File: src/rtl/hazard_scoreboard.sv
// hazard_scoreboard
// -----------------
// Latency-aware register scoreboard for the ID stage of the pipelined MIPS
// core. Every architectural register (except the hard-wired zero register)
// owns a small down-counter holding the number of cycles until its pending
// result becomes forwardable. The ID instruction is held (stall) while one
// of its sources is still in flight (RAW) or while an older write to its
// destination would land at or after its own result (WAW).
//
// Ports:
//   clk          clock, all state updates on the rising edge
//   rst          asynchronous, active-high reset
//   issue_valid  an instruction is present in ID
//   flush        kill the ID instruction this cycle
//   src_rs       rs address,  src_rs_used: instruction reads rs
//   src_rt       rt address,  src_rt_used: instruction reads rt
//   dst_rd       destination, dst_wen: instruction writes dst_rd
//   dst_lat      result latency (0 treated as 1, clamped to MAX_LAT)
//   stall        ID instruction must wait (combinational)
//   issue_ok     ID instruction issues this cycle (combinational)
//   pending      bit i set while register i has a result in flight
//   busy         any register pending
module hazard_scoreboard #(
  parameter int NREGS   = 32,
  parameter int AW      = 5,
  parameter int MAX_LAT = 4,
  parameter int CW      = $clog2(MAX_LAT + 1)
) (
  input  logic             clk,
  input  logic             rst,
  input  logic             issue_valid,
  input  logic             flush,
  input  logic [AW-1:0]    src_rs,
  input  logic             src_rs_used,
  input  logic [AW-1:0]    src_rt,
  input  logic             src_rt_used,
  input  logic [AW-1:0]    dst_rd,
  input  logic             dst_wen,
  input  logic [CW-1:0]    dst_lat,
  output logic             stall,
  output logic             issue_ok,
  output logic [NREGS-1:0] pending,
  output logic             busy
);

  // Register 0 never gets a counter, so the array starts at index 1.
  logic [CW-1:0] cnt [1:NREGS-1];

  // Full address-space view of the counters: register 0 and any address
  // beyond NREGS-1 read as zero, so lookups need no special casing.
  logic [CW-1:0] cnt_view [2**AW];

  logic [CW-1:0] lat_eff;
  logic          raw_rs;
  logic          raw_rt;
  logic          waw;

  // Effective latency: a zero latency still takes one cycle, and anything
  // longer than the deepest unit is treated as the deepest unit.
  always_comb begin
    lat_eff = dst_lat;
    if (dst_lat == '0) begin
      lat_eff = CW'(1);
    end else if (dst_lat > CW'(MAX_LAT)) begin
      lat_eff = CW'(MAX_LAT);
    end
  end

  // Build the zero-padded counter view used by the hazard lookups.
  always_comb begin
    for (int i = 0; i < 2**AW; i++) begin
      cnt_view[i] = '0;
    end
    for (int i = 1; i < NREGS; i++) begin
      cnt_view[i] = cnt[i];
    end
  end

  // Hazard detection against the counters as they stand this cycle, before
  // any load at the coming edge. A WAW hazard exists when the older result
  // would still be outstanding once the new result lands, which would let
  // the stale value overwrite the newer one.
  always_comb begin
    raw_rs   = src_rs_used && (src_rs != '0) && (cnt_view[src_rs] != '0);
    raw_rt   = src_rt_used && (src_rt != '0) && (cnt_view[src_rt] != '0);
    waw      = dst_wen && (dst_rd != '0) && (cnt_view[dst_rd] >= lat_eff);
    stall    = issue_valid && !flush && (raw_rs || raw_rt || waw);
    issue_ok = issue_valid && !flush && !stall;
  end

  // Per-register countdown. An issuing writer loads L-1 so the counter hits
  // zero exactly in the cycle its consumer may issue; the load takes
  // priority over the decrement, and an idle counter saturates at zero.
  // Flushed or stalled instructions never load, but running counters keep
  // draining because older instructions are unaffected.
  always_ff @(posedge clk or posedge rst) begin
    if (rst) begin
      for (int i = 1; i < NREGS; i++) begin
        cnt[i] <= '0;
      end
    end else begin
      for (int i = 1; i < NREGS; i++) begin
        if (issue_ok && dst_wen && (dst_rd == AW'(i))) begin
          cnt[i] <= lat_eff - CW'(1);
        end else if (cnt[i] != '0) begin
          cnt[i] <= cnt[i] - CW'(1);
        end
      end
    end
  end

  // Status outputs are pure functions of the counter registers, so they
  // change only after a clock edge (or immediately on reset).
  always_comb begin
    pending = '0;
    for (int i = 1; i < NREGS; i++) begin
      pending[i] = (cnt[i] != '0);
    end
  end

  assign busy = |pending;

endmodule
File: config.mk
export PLATFORM = sky130hd
export DESIGN_NAME = hazard_scoreboard
export DESIGN_NICKNAME = d
export VERILOG_FILES = /design/src/rtl/hazard_scoreboard.sv
export SDC_FILE = /design/constraint.sdc
export NUM_CORES = 1
export LEC_CHECK = 0
export ABC_AREA = 1
export BUFFER_PORTS_ARGS = -buffer_cell sky130_fd_sc_hd__buf_4
export CORE_MARGIN = 3
export CORE_UTILIZATION = 55
export DETAILED_ROUTE_END_ITERATION = 7
export GPL_TIMING_DRIVEN = 0
export PLACE_DENSITY = 0.8
export SYNTH_ARGS = -nofsm -noshare
export SYNTH_HDL_FRONTEND = slang
export SYNTH_SLANG_ARGS = --single-unit
export TNS_END_PERCENT = 50
File: constraint.sdc
create_clock -name clk -period 4.6 [get_ports clk]
set_input_delay 0 -clock clk [delete_from_list [all_inputs] [get_ports clk]]
set_output_delay 0 -clock clk [all_outputs]
set_load 0.05 [all_outputs]
Word level (Yosys, flattened, before mapping)
Index checks and enable logic that the tools add are counted.
- bits in registers: 93
- input bits: 25
- output and inout bits: 35
- word-level logic and storage cells: 289
- $add $sub $neg: 32
- magnitude comparators: 5
- eq/ne operators: 31
- mux-type cells: 73
- bitwise logic cells: 3
- reductions and logical operators: 114
- operator list (cell ; number):
    two-way mux 3 bit ; 70
    nonzero test 3 bit ; 33
    subtractor 3 x 1 -> 3 bit (second input constant) ; 32
    equality test 5 bit (second input constant) ; 16
    nonzero test 2 bit ; 31
    binary-select mux 3 bit (select 5 bit) ; 3
    logical AND 1 bit ; 41
    equality test 5 x 4 -> 1 bit (second input constant) ; 8
    OR reduction 31 bit ; 1
    equality test 5 x 3 -> 1 bit (second input constant) ; 4
    greater-or-equal comparator 6 bit (second input constant) ; 3
    NOT 5 -> 6 bit ; 3
    nonzero test 5 bit ; 3
    equality test 5 x 2 -> 1 bit (second input constant) ; 2
    equality test 5 x 1 -> 1 bit (second input constant) ; 1
    greater-or-equal comparator 3 bit ; 1
    greater-than comparator 3 bit (second input constant) ; 1
    logical NOT 3 bit ; 1
    logical NOT 1 bit ; 2
    logical OR 1 bit ; 2

Logic depth before layout (Yosys ltp)
Gate-level depths: netlist of run 1.
- depth after elaboration: 14
- mapped depth: 24
- mapped depth without buffers: 20

Worst setup path after synthesis of run 1
OpenSTA, ideal clock, no wires.
- path kind: in2out
- from: in dst_rd[0]
- to: out stall
- arrival: 3.040 ns
- data required time: 4.600 ns
- path slack: 1.560 ns
- stages: 20
- buffers on the path: 4
- cell sequence: buf_4 -> buf_2 -> nand2_1 -> clkbuf_1 -> o22ai_1 -> o21ai_0 -> o21ai_0 -> nor2_1 -> o21ai_0 -> o22ai_1 -> ha_1 -> inv_1 -> nand2_1 -> o21ai_0 -> nand2_1 -> nand2_1 -> a21oi_1 -> nor2_1 -> buf_2 -> nor3_1
- word-level cells in the longest chain between the ends: 8
- elaborated cells between the ends (all ways): 10
- those cells by class: order compare: 1; mux: 3; bitwise: 1; reduce/logical: 5
- RTL lines (what ; line ; source):
    start: declaration ; 37 ; input logic [AW-1:0] dst_rd,
    NOT 5 -> 6 bit (implied by the code) ; 86 ; waw = dst_wen && (dst_rd != '0) && (cnt_view[dst_rd] >= lat_eff);
    binary-select mux 3 bit (select 5 bit) ; 86 ;
    two-way mux 3 bit (implied by the code) (2 in series) ; 86 ;
    greater-or-equal comparator 3 bit ; 86 ;
    logical AND 1 bit * ; 86 ;
    logical OR 1 bit * ; 87 ; stall = issue_valid && !flush && (raw_rs || raw_rt || waw);
    logical AND 1 bit * ; 87 ;
    end: declaration ; 40 ; output logic stall,
Mark *: on every way between the ends. The rest lies on a longest branch, timed or not. The select of a mux whose other input is x is not followed.

Worst setup path after layout of run 1
Same ends and word-level chain as after synthesis.

==> flow_metrics.env, run 1 <==
export IMPL_dp_cells=1506
export IMPL_startpoint_type="input pin"
export IMPL_postCtsSetupBuffers=0
export IMPL_yosys_warnings=0
export IMPL_synth_cells=1268
export IMPL_vias=9316
export IMPL_period_needed_ps=4140
export IMPL_slowest_delay_ps=660
export IMPL_cap_violations=0
export IMPL_status="finished, final reports clean"
export IMPL_routed_wl_um=30300
export IMPL_place_gp_congestion=1.03
export IMPL_final_common_cell="nand2_1"
export IMPL_htree_levels=3
export IMPL_crit_arrival_ps=4140
export IMPL_grt_pass1_wl_um=46800
export IMPL_p_leak_nw=4.92
export IMPL_syn2layout_area_growth_pct=11.4
export IMPL_finalNonFillerCells=1523
export IMPL_path_class="input pin to output pin"
export IMPL_slowest_stage="buf_1"
export IMPL_cts_resized=0
export IMPL_regMostFlops="cnt"
export IMPL_cts_made_buffers=9
export IMPL_cp_max_fo=10
export IMPL_cts_tree="built"
export IMPL_drt_iter0_markers=1290
export IMPL_maxSlewHeadroom_pct=40.8
export IMPL_place_port_buffers=53
export IMPL_worstSkewPairLatency_ps=360
export IMPL_nNetsFinal=1423
export IMPL_reg2reg_slack_ps=1060
export IMPL_ys_seq_area_share_pct=28.2
export IMPL_netlist_area_mm2=0.00826
export IMPL_dp_hpwl_um=22600
export IMPL_cp_end_kind="output pin"
export IMPL_reg_top3="cnt x93"
export IMPL_slew_violations=0
export IMPL_die_w_um=129
export IMPL_largest_reg_flops=93
export IMPL_ys_seq_elements=93
export IMPL_drive_gt1_share_pct=8.07
export IMPL_required_ps=4600
export IMPL_drc=0
export IMPL_ctsRootBufferMaster="clkbuf_16"
export IMPL_report_final_setup_viol=0
export IMPL_worstPathCellList="buf_4 > inv_2 > nand2_2 > buf_1 > o22ai_1 > o21ai_0 > nand3_1 > o22ai_1 > ha_1 > inv_1 > nand2_1 > o31a_1 > nand2_1 > a21oi_1 > nor2_1 > buf_2 > nor3_1 > buf_4"
export IMPL_worstHoldPathType="input pin to register"
export IMPL_hold_slack_ps=132
export IMPL_fin_setup_tns_ps=0
export IMPL_clk_pin_slew_worst_paths_ps=70
export IMPL_die_y_um=129
export IMPL_rsz0062_at_grt="no"
export IMPL_gr_total_overflow=0
export IMPL_max_vdd_ir_drop_mv=0.420
export IMPL_ys_types=37
export IMPL_num_rows=44
export IMPL_fmax_mhz=242
export IMPL_layout_common_cells="364 x nand2_1, 164 x inv_1, 123 x nand3_1, 93 x dfrtp_1, 85 x nor2_1"
export IMPL_syn_area_per_cell_um2=6.52
export IMPL_die_area_mm2=0.0165
export IMPL_final_util_pct=63.1
export IMPL_drt_pass1_iter_count=6
export IMPL_power_density_mw_per_mm2=679
export IMPL_clockBufferDepth=2
export IMPL_post_route_period_util_pct=90.0
export IMPL_hold_buffers=1
export IMPL_diodes=0
export IMPL_final_area_mm2=0.00921
export IMPL_worst_slew_pin_slew_ps=889
export IMPL_core_area_mm2=0.0146
export IMPL_synth_top_area_share_pct=28.2
export IMPL_grt_antenna_before_repair=0
export IMPL_routed_via_density=6.12
export IMPL_yosys_area_top_type="dfrtp_1"
export IMPL_hold_viol=0
export IMPL_cts_sinks=93
export IMPL_track_usage_pct=37.0
export IMPL_grt_pass1_vias=8414
export IMPL_yosys_top_cells_area="dfrtp_1 28%, nand2_1 17%, ha_1 9.7%"
export IMPL_drt_wirelength_per_cell_um=19.9
export IMPL_grt_max_degree=50
export IMPL_initial_core_util_pct=56.6
export IMPL_io_pin_count=60
export IMPL_antenna_left=0
export IMPL_postPlaceCellArea_mm2=0.00892
export IMPL_finalClockSkew_ps=9.75
export IMPL_syn_nets=1357
cells in the mapped netlist, drive strengths merged:
master / count
ha: 64
clkinv: 2
clkbuf: 18
o31ai: 1
o2111ai: 1
a21oi: 65
nand3: 123
a22oi: 3
inv: 169
nand2: 366
xor2: 45
dfrtp: 93
o211ai: 3
o221ai: 2
buf: 33
o21ai: 78
o22ai: 25
a21boi: 1
o41ai: 1
conb: 1
nor4: 7
nand4: 43
a221oi: 2
or3: 1
a41oi: 1
o31a: 1
nor3: 30
nor2: 89
worst paths after layout:
path | start | to | cells past startpoint
worst max-delay path | dst_rd[0] | stall | 18
worst max register to register | cnt[18]$_DFFE_PP0P_ | cnt[84]$_DFFE_PP0P_ | 16
worst min register to register | cnt[56]$_DFFE_PP0P_ | cnt[56]$_DFFE_PP0P_ | 3
min in group asynchronous | rst | cnt[57]$_DFFE_PP0P_ | 3
max in group asynchronous | rst | cnt[47]$_DFFE_PP0P_ | 4
worst min-delay path | flush | cnt[49]$_DFFE_PP0P_ | 5
area by class of cell:
type / instances / area [um2]
clock inverters: 5 / 35.0
clock buffers: 11 / 243
flip-flops and latches: 93 / 2330
multi-input cells: 953 / 5010
fillers: 1357 / 5380
inverters: 171 / 647
repair buffers: 55 / 435
well taps: 184 / 230
plain buffers: 51 / 278
worst max-delay path, delay by kind of cell:
| family | cells | cell delay, ps |
|---|---|---|
| fa+ha+maj | 1 | 290 |
| compound gates | 5 | 1170 |
| simple gates | 6 | 1080 |
| buf+inv | 6 | 1580 |
logic make-up (layout without fill, tap and decap cells):
group,count (synthesis),in the layout,share of synthesized area [%]
adders and majority gates,64,64,9.69
xor gates and xnor gates,45,45,4.77
and+or+nand+nor,659,659,34.0
other,1,1,0.0454
AOI/OAI and AO/OA,184,184,12.1
DFF,93,93,28.2
buffers and inverters,222,293,11.2
routing by layer:
metal	track usage, %	wire length, um	vias up
met5	0	0	-
met4	16.2	1370	0
met3	9.34	4010	118
met2	55.6	13000	654
met1	50.7	11900	4274
li1	-	-	4270
power breakdown:
group,total (mW),leakage (nW),switching (mW),internal [mW]
clock network,0.731,0.136,0.347,0.383
logic,3.84,3.69,2.54,1.30
registers,1.68,1.10,0.411,1.27
stage by stage:
stage / worst slack [ps] / power, mW
CTS: 763 / 6.18
global placement: 570 / 5.30
floorplan: 1560 / 4.44
finish: 462 / 6.26
global route: 407 / 6.83
detailed placement: 526 / 5.43
No activity file was read; power rests on OpenSTA's default activity.
==> inputs of run 2 (changes only) <==
--- a/config.mk
+++ b/config.mk
@@ -12,6 +12,7 @@
 export DETAILED_ROUTE_END_ITERATION = 7
 export GPL_TIMING_DRIVEN = 0
 export PLACE_DENSITY = 0.8
+export REMOVE_ABC_BUFFERS = 1
 export SYNTH_ARGS = -nofsm -noshare
 export SYNTH_HDL_FRONTEND = slang
 export SYNTH_SLANG_ARGS = --single-unit
==> run 2 against run 1 <==
- global-route usage down 4.8 points
- largest power group unchanged
- clock-buffer cell count rose by 2
- worst setup slack worse by 180 ps
- non-clock buffer count decreased by 42
- routed wire length decreased by 12%
- via count is 4.2% lower
- largest cell class unchanged
==> flow_metrics.env, run 2 (synthesis results as in run 1) <==
export IMPL_power_density_mw_per_mm2=686
export IMPL_grt_max_degree=60
export IMPL_cp_max_fo=32
export IMPL_max_vdd_ir_drop_mv=0.415
export IMPL_required_ps=4900
export IMPL_postCtsSetupBuffers=0
export IMPL_grt_pass1_wl_um=42300
export IMPL_dp_cells=1463
export IMPL_grt_pass1_vias=8348
export IMPL_startpoint_type="input pin"
export IMPL_worstSkewPairLatency_ps=360
export IMPL_post_route_period_util_pct=94.0
export IMPL_cp_end_kind="register"
export IMPL_io_pin_count=60
export IMPL_initial_core_util_pct=56.6
export IMPL_crit_arrival_ps=4620
export IMPL_hold_viol=0
export IMPL_syn2layout_area_growth_pct=10.4
export IMPL_path_class="input pin to register"
export IMPL_grt_antenna_before_repair=0
export IMPL_hold_buffers=1
export IMPL_cap_violations=0
export IMPL_antenna_left=0
export IMPL_layout_common_cells="364 x nand2_1, 164 x inv_1, 123 x nand3_1, 93 x dfrtp_1, 83 x nor2_1"
export IMPL_final_util_pct=62.5
export IMPL_p_leak_nw=4.84
export IMPL_place_gp_congestion=1.00
export IMPL_period_needed_ps=4320
export IMPL_drt_wirelength_per_cell_um=17.9
export IMPL_die_area_mm2=0.0165
export IMPL_gr_total_overflow=0
export IMPL_clk_pin_slew_worst_paths_ps=70
export IMPL_diodes=0
export IMPL_core_area_mm2=0.0146
export IMPL_postPlaceCellArea_mm2=0.00877
export IMPL_slew_violations=0
export IMPL_largest_reg_flops=93
export IMPL_htree_levels=3
export IMPL_routed_via_density=6.02
export IMPL_vias=8921
export IMPL_reg_top3="cnt x93"
export IMPL_maxSlewHeadroom_pct=29.5
export IMPL_clockBufferDepth=2
export IMPL_ctsRootBufferMaster="clkbuf_16"
export IMPL_cts_made_buffers=9
export IMPL_drive_gt1_share_pct=7.09
export IMPL_finalNonFillerCells=1481
export IMPL_die_w_um=129
export IMPL_die_y_um=129
export IMPL_regMostFlops="cnt"
export IMPL_rsz0062_at_grt="no"
export IMPL_report_final_setup_viol=0
export IMPL_status="finished, final reports clean"
export IMPL_num_rows=44
export IMPL_cts_sinks=93
export IMPL_worst_slew_pin_slew_ps=1050
export IMPL_worstHoldPathType="input pin to register"
export IMPL_track_usage_pct=32.2
export IMPL_final_area_mm2=0.00912
export IMPL_routed_wl_um=26600
export IMPL_cts_tree="built"
export IMPL_nNetsFinal=1381
export IMPL_finalClockSkew_ps=8.05
export IMPL_place_port_buffers=58
export IMPL_drc=0
export IMPL_fmax_mhz=231
export IMPL_dp_hpwl_um=18200
export IMPL_drt_pass1_iter_count=6
export IMPL_drt_iter0_markers=1224
export IMPL_cts_resized=0
export IMPL_final_common_cell="nand2_1"
run 2: changes by cell type in the layout (fill, tap and decap cells not counted), moves of 2 or more:
cell,delta
clkbuf_1,-18
buf_2,-15
buf_1,-5
buf_6,-5
buf_12,+3
buf_4,-3
nor2_4,+3
clkbuf_8,+2
nor2_1,-2
run 2: worst paths after layout:
check	cells past startpoint	from	endpoint	slack (ps)
worst max-delay path	22	dst_rd[0]	cnt[58]$_DFFE_PP0P_	280
worst min-delay path	5	dst_lat[2]	cnt[43]$_DFFE_PP0P_	160
worst max register to register	20	cnt[60]$_DFFE_PP0P_	cnt[58]$_DFFE_PP0P_	720
worst min register to register	3	cnt[62]$_DFFE_PP0P_	cnt[62]$_DFFE_PP0P_	550
max in group asynchronous	4	rst	cnt[87]$_DFFE_PP0P_	3700
min in group asynchronous	3	rst	cnt[19]$_DFFE_PP0P_	220
run 2: layout make-up:
type | instances | area [um2]
inverters | 171 | 647
clock buffers | 13 | 270
repair buffers | 64 | 561
fillers | 1371 | 5470
multi-input cells | 953 | 5040
flip-flops and latches | 93 | 2330
well taps | 184 | 230
clock inverters | 3 | 42.5
run 2: power breakdown:
part | switching [mW] | internal, mW
clock network | 0.347 | 0.466
logic | 2.50 | 1.29
registers | 0.386 | 1.27
total | 3.23 | 3.03
run 2: through the flow:
step	total power, mW	setup WS, ps	setup TNS, ps	hold slack, ps
finish	6.26	278	0	164
global route	6.85	144	0	193
CTS	6.20	429	0	164
detailed placement	5.36	56.6	0	62.8
global placement	5.22	-1780	-159890	298
floorplan	4.40	571	0	180
run 2: layer usage:
metal	routed length, um	share of wire (%)	global-route usage, %	vias up
met5	0	0	0	-
met3	2890	11	4.65	116
met4	1240	4.7	16.7	0
met2	11800	45	50.8	572
met1	10600	40	42.9	4043
li1	-	-	-	4190
run 2: critical path, cell delays in order:
cell	delay, ps
buf_4	190
inv_2	260
nand2_1	670
o22ai_1	440
a221oi_1	80
o21ai_0	290
nor2_1	70
o21ai_0	80
o22ai_1	100
ha_1	300
inv_1	50
nand2_1	50
o31a_1	240
nand2_1	100
nand2_1	70
nand2_1	60
nand3_1	150
nor2_4	690
buf_12	270
buf_12	210
nand3_1	100
nand2_1	90
